[src/rtl/regfile_pkg.sv]
// Shared constants and address-qualification helper for the register file.
package regfile_pkg;

    // Datapath word width used across the CPU.
    localparam int unsigned WORD_W = 32;

    // True when an address names a real, writable or readable word:
    // inside the array and not the hardwired zero register.
    function automatic logic addr_ok(
        input int unsigned addr,
        input int unsigned depth,
        input logic        zero_reg
    );
        return (addr < depth) && !(zero_reg && (addr == 0));
    endfunction

endpackage

[src/rtl/regfile_muxn.sv]
// N-bit 2-way select: o_y = i_sel ? i_b : i_a.
module muxn #(
    parameter int unsigned N = 32
) (
    input  logic [N-1:0] i_a,
    input  logic [N-1:0] i_b,
    input  logic         i_sel,
    output logic [N-1:0] o_y
);

    // Bitwise 2-way select of the two operands.
    always_comb begin
        o_y = i_sel ? i_b : i_a;
    end

endmodule

[src/rtl/regfile_regn.sv]
// N-bit storage register with load enable and asynchronous active-high reset.
module regn #(
    parameter int unsigned N = 32
) (
    input  logic         i_clk,
    input  logic         i_rst,
    input  logic         i_en,
    input  logic [N-1:0] i_d,
    output logic [N-1:0] o_q
);

    logic [N-1:0] r_q;

    // Clear immediately on reset; otherwise load i_d when enabled.
    always_ff @(posedge i_clk or posedge i_rst) begin
        if (i_rst) begin
            r_q <= '0;
        end else if (i_en) begin
            r_q <= i_d;
        end
    end

    assign o_q = r_q;

endmodule

[src/rtl/regfile.sv]
// General-purpose register bank: DEPTH words of N bits, one synchronous
// write port, two independent combinational read ports with optional
// write-to-read forwarding and an optional hardwired zero register.
module regfile
    import regfile_pkg::*;
#(
    parameter  int unsigned N        = WORD_W,
    parameter  int unsigned DEPTH    = 32,
    parameter  int unsigned ZERO_REG = 1,
    parameter  int unsigned BYPASS   = 1,
    localparam int unsigned AW       = $clog2(DEPTH)
) (
    input  logic          clk,
    input  logic          reset,
    input  logic          we,
    input  logic [AW-1:0] waddr,
    input  logic [N-1:0]  wdata,
    input  logic [AW-1:0] raddr_a,
    output logic [N-1:0]  rdata_a,
    input  logic [AW-1:0] raddr_b,
    output logic [N-1:0]  rdata_b
);

    // Leaves of the read tree, padded up to a power of two.
    localparam int unsigned P  = 1 << AW;
    localparam logic        ZR = (ZERO_REG != 0);

    logic [N-1:0]  w_word  [DEPTH];
    logic          w_wvalid;
    logic [AW-1:0] w_raddr [2];
    logic [N-1:0]  w_rdata [2];

    // Writes to out-of-range addresses or the zero register are dropped.
    assign w_wvalid = addr_ok(32'(waddr), DEPTH, ZR);

    // Storage: one register per word, one-hot write enable per word.
    for (genvar g = 0; g < DEPTH; g++) begin : g_word
        if (g == 0 && ZERO_REG != 0) begin : g_zero
            assign w_word[g] = '0;
        end else begin : g_reg
            logic w_wen;
            assign w_wen = we & w_wvalid & (32'(waddr) == g);
            regn #(.N(N)) u_regn (
                .i_clk (clk),
                .i_rst (reset),
                .i_en  (w_wen),
                .i_d   (wdata),
                .o_q   (w_word[g])
            );
        end
    end

    assign w_raddr[0] = raddr_a;
    assign w_raddr[1] = raddr_b;

    // Read ports: heap-indexed binary mux tree (node j selects between
    // 2j and 2j+1), root at index 1, leaves at P..2P-1. Tree level lv
    // is steered by address bit AW-1-lv so leaf P+addr reaches the root.
    for (genvar p = 0; p < 2; p++) begin : g_port
        logic [N-1:0] w_tree [1:2*P-1];
        logic         w_rvalid;
        logic         w_hit;
        logic [N-1:0] w_sel;
        logic [N-1:0] w_byp;

        for (genvar g = 0; g < P; g++) begin : g_leaf
            if (g < DEPTH) begin : g_in
                assign w_tree[P+g] = w_word[g];
            end else begin : g_pad
                assign w_tree[P+g] = '0;
            end
        end

        for (genvar lv = 0; lv < AW; lv++) begin : g_lvl
            for (genvar j = (1 << lv); j < (2 << lv); j++) begin : g_node
                muxn #(.N(N)) u_mux (
                    .i_a   (w_tree[2*j]),
                    .i_b   (w_tree[2*j+1]),
                    .i_sel (w_raddr[p][AW-1-lv]),
                    .o_y   (w_tree[j])
                );
            end
        end

        assign w_rvalid = addr_ok(32'(w_raddr[p]), DEPTH, ZR);
        assign w_sel    = w_rvalid ? w_tree[1] : '0;
        assign w_hit    = (BYPASS != 0) && we && w_wvalid && (waddr == w_raddr[p]);

        muxn #(.N(N)) u_byp (
            .i_a   (w_sel),
            .i_b   (wdata),
            .i_sel (w_hit),
            .o_y   (w_byp)
        );

        // Reset also masks the forwarded write, which would otherwise leak.
        assign w_rdata[p] = reset ? '0 : w_byp;
    end

    assign rdata_a = w_rdata[0];
    assign rdata_b = w_rdata[1];

endmodule

[config.mk]
export PLATFORM = sky130hd
export DESIGN_NAME = regfile
export DESIGN_NICKNAME = d
export VERILOG_FILES = /design/src/rtl/regfile_pkg.sv /design/src/rtl/regfile_muxn.sv /design/src/rtl/regfile_regn.sv /design/src/rtl/regfile.sv
export SDC_FILE = /design/constraint.sdc
export NUM_CORES = 2
export LEC_CHECK = 0
export ABC_AREA = 0
export CAP_MARGIN = 10
export CELL_PAD_IN_SITES_DETAIL_PLACEMENT = 1
export CELL_PAD_IN_SITES_GLOBAL_PLACEMENT = 2
export CORE_MARGIN = 4
export CORE_UTILIZATION = 40
export CTS_CLUSTER_DIAMETER = 120
export CTS_CLUSTER_SIZE = 20
export DETAILED_ROUTE_END_ITERATION = 7
export PLACE_DENSITY_LB_ADDON = 0.1
export SYNTH_ARGS = -nofsm -noshare
export SYNTH_HDL_FRONTEND = slang
export SYNTH_SLANG_ARGS = --single-unit
[constraint.sdc]
create_clock -name clk -period 63.6 [get_ports clk]
set_input_delay 12.72 -clock clk [delete_from_list [all_inputs] [get_ports clk]]
set_output_delay 12.72 -clock clk [all_outputs]
set_load 0.02 [all_outputs]
==> results.yml <==
run_status:
  status: "completed"
clock_network:
  cts.repair.resized: 0
  cts_hold_buf: 0
  cts_setup_buffers: 0
  root_buffer: "clkbuf_16"
  cts_tree: "built"
  htreeDepth: 2
  clk_path_buf_depth: 3
  cts_num_sinks: 992
  cts_buffers: 55
  clk_latency_ps: 680
  clk_pin_slew_worst_paths_ps: 80
synth:
  yosysMostFrequentCell: "mux2_2"
  synthesis.instances: 3739
  synth_top_area_cell: "dfrtp_1"
  synthTopCellsByCount: "1,018 x mux2_2, 992 x dfrtp_1, 398 x mux4_2"
  ys_ff_latch: 992
  yosysSeqAreaShare_pct: 45.9
  synth_top_family_by_area: "multiplexers"
  synth-async-reset-ratio_pct: 100
  synth_top_area_share_pct: 45.9
  synth_ff_type: "dfrtp_1"
  ys_types: 69
  synth_nets: 3789
  synthSimpleGateAreaFrac_pct: 2.98
  synth_compound_area_share_pct: 5.50
  yosysWarnings: 0
  synth.top_cells.by_area: "dfrtp_1 46%, mux2_2 21%, mux4_2 17%"
  synth_edf_count: 0
  netlist_area_mm2: 0.0541
  synth_fa_ha_area_share_pct: 0
  syn_avg_cell_area_um2: 14.5
  synthMuxAreaShare_pct: 41.7
  synth-xor-area-share_pct: 0.162
global_routing:
  antenna_found_initial: 7
  grt_pass1_vias: 38900
  grt.overflow.total: 0
  grt_max_degree: 79
  grt_first_pass_wirelength_um: 305000
  gr-usage-all-layers_pct: 30.2
power:
  power_density_mw_per_mm2: 28.1
  seqPwrFrac_pct: 51.8
  vdd_ir_drop_max_mv: 0.0231
  switching_power_uw: 490
  leakage_nw: 24.3
  clock_power_share_pct: 23.3
  intPower_mw: 1.14
  swShare_pct: 30.0
  combPwrFrac_pct: 24.9
finish:
  multi_input_comb_area_mm2: 0.0275
  final_cells: 5411
  fill_cells: 13100
  fin_area_mm2: 0.0582
  final_core_util_pct: 43.4
  final_nets: 3685
  largest_register_ffs: 992
  drive_gt1_share_pct: 46.1
  seqCellArea_mm2: 0.0248
  syn2layout_area_growth_pct: 7.53
detailed_routing:
  drtIter0Drc: 3156
  ant_nets: 0
  routed-via-count: 36000
  wl_per_cell_um: 39.7
  drt-total-wl_um: 215000
  drc_errors: 0
  drt_first_pass_iters: 5
  via_per_inst: 6.66
setup_path:
  critPathRequiredTime_ps: 50880
  reg2reg_from: "g_word[3].g_reg.u_regn.o_q[15]"
  critPathSlowestCell: "buf_4"
  cp_num_buf_inv: 4
  worst_ep_arrival_time_ps: 17260
  crit_family: "buffers and inverters"
  rr_endpoint: "g_word[3].g_reg.u_regn.o_q[15]"
  cp_common_cell: "buf_4"
  start_kind: "input port"
  path_depth: 8
  max_stage_delay_ps: 860
  crit_fanout: 66
  crit_chain: "buf_8 -> buf_4 -> buf_4 -> nor3_1 -> nor2_1 -> nand3_1 -> o2bb2ai_1 -> clkdlybuf4s50_1"
  r2r_cells: 1
  crit_type: "input port to output port"
  worstSetupEndpointType: "output port"
  rrSetupSlack_ps: 62760
sta:
  setup_viol: 0
  rsz0062_at_grt: "no"
  min_period_ps: 29980
  fmaxAchievable_mhz: 33.4
  drv_slew: 0
  final.setup_skew_ps: 0
  fin_crit_sh_pct: 47.1
  slew_headroom_pct: 17.3
  layout_setup_ws_ps: 33620
  hold_viol_final: 0
  worst_slew_pin_slew_ps: 1240
  setup_tns_ps: 0
floorplanning:
  core_mm2: 0.134
  rows: 134
  start_util_pct: 40.4
  dieHeight_um: 376
  dieWidth_um: 376
  ios: 114
  dieArea_mm2: 0.141
place:
  post_dp_cell_area_mm2: 0.0567
  io_buffer_count: 113
  place_congestion: 0.808
  dp_hpwl_um: 123000
  preCtsSetupSlack_ps: 33650
  dpl.cell_count: 5345
flow_run:
  maxCapViolations: 0
min_path:
  hp-start: "g_word[14].g_reg.u_regn.o_q[23]"
  whs_endpoint: "g_word[14].g_reg.u_regn.o_q[23]"
  whs_path_depth: 1
  worst_hold_path_type: "flop to flop"
## layout make-up
class                   instances  share of cell area [%]
diodes                          6                  0.0258
clock buffers                  57                    2.45
clock inverters                 2                  0.0215
inverters                       5                  0.0452
multi-input cells            2333                    47.2
flip-flops and latches        992                    42.7
well taps                    1768                    3.80
repair buffers                248                    3.77
## placed cells by master (no fill, tap or decap), types with 25 or more instances in the layout
| cell type | n |
|---|---|
| mux4_2 | 398 |
| a221oi_1 | 58 |
| buf_4 | 133 |
| a211oi_1 | 28 |
| mux2_2 | 1018 |
| a221o_1 | 25 |
| nor2_1 | 64 |
| clkbuf_16 | 57 |
| nor3_1 | 37 |
| mux2i_1 | 51 |
| nand2_1 | 59 |
| o22ai_1 | 73 |
| clkdlybuf4s50_1 | 102 |
| a22oi_1 | 54 |
| nor2b_1 | 28 |
| mux2_1 | 145 |
| dfrtp_1 | 992 |
## kinds of logic (layout without fill, tap and decap cells)
logic type	count (synthesis)	count (layout)
mux	1612	1612
buf+inv	414	312
simple gates	320	320
other cells	0	6
flops	992	992
compound gates	391	391
xor+xnor	10	10
## layer usage
layer	vias up	global-route usage (%)	part of all wire (%)
met4	4	10.4	3.9
met5	-	0	0.011
li1	14200	-	-
met1	20200	42.4	44
met2	1245	47.9	47
met3	350	4.71	6.0
## power by group through the flow
stage	Clock, mW	Combinational (mW)	Sequential, mW
2_1_floorplan	0	0.308	0.828
3_3_place_gp	0	0.394	0.839
4_1_cts	0.392	0.408	0.844
5_1_grt	0.412	0.434	0.862
6_report	0.380	0.407	0.846
3_5_place_dp	0	0.407	0.857
## metrics by stage
step / hold WS, ps / power (mW)
final: 516 / 1.63
after global routing: 526 / 1.71
after CTS: 516 / 1.64
after detailed placement: 495 / 1.26
after global placement: 478 / 1.23
after floorplan: 469 / 1.14
## worst max path at each step
stage,start,endpoint,slack [ps]
2_1_floorplan,reset,rdata_b[16],9750
3_3_place_gp,raddr_b[0],rdata_b[9],33650
3_5_place_dp,raddr_b[0],rdata_b[20],33650
4_1_cts,raddr_b[0],rdata_b[20],33640
5_1_grt,raddr_b[0],rdata_b[9],33490
6_report,raddr_b[0],rdata_b[9],33620
Note: power is estimated with default switching activity, not from simulation.
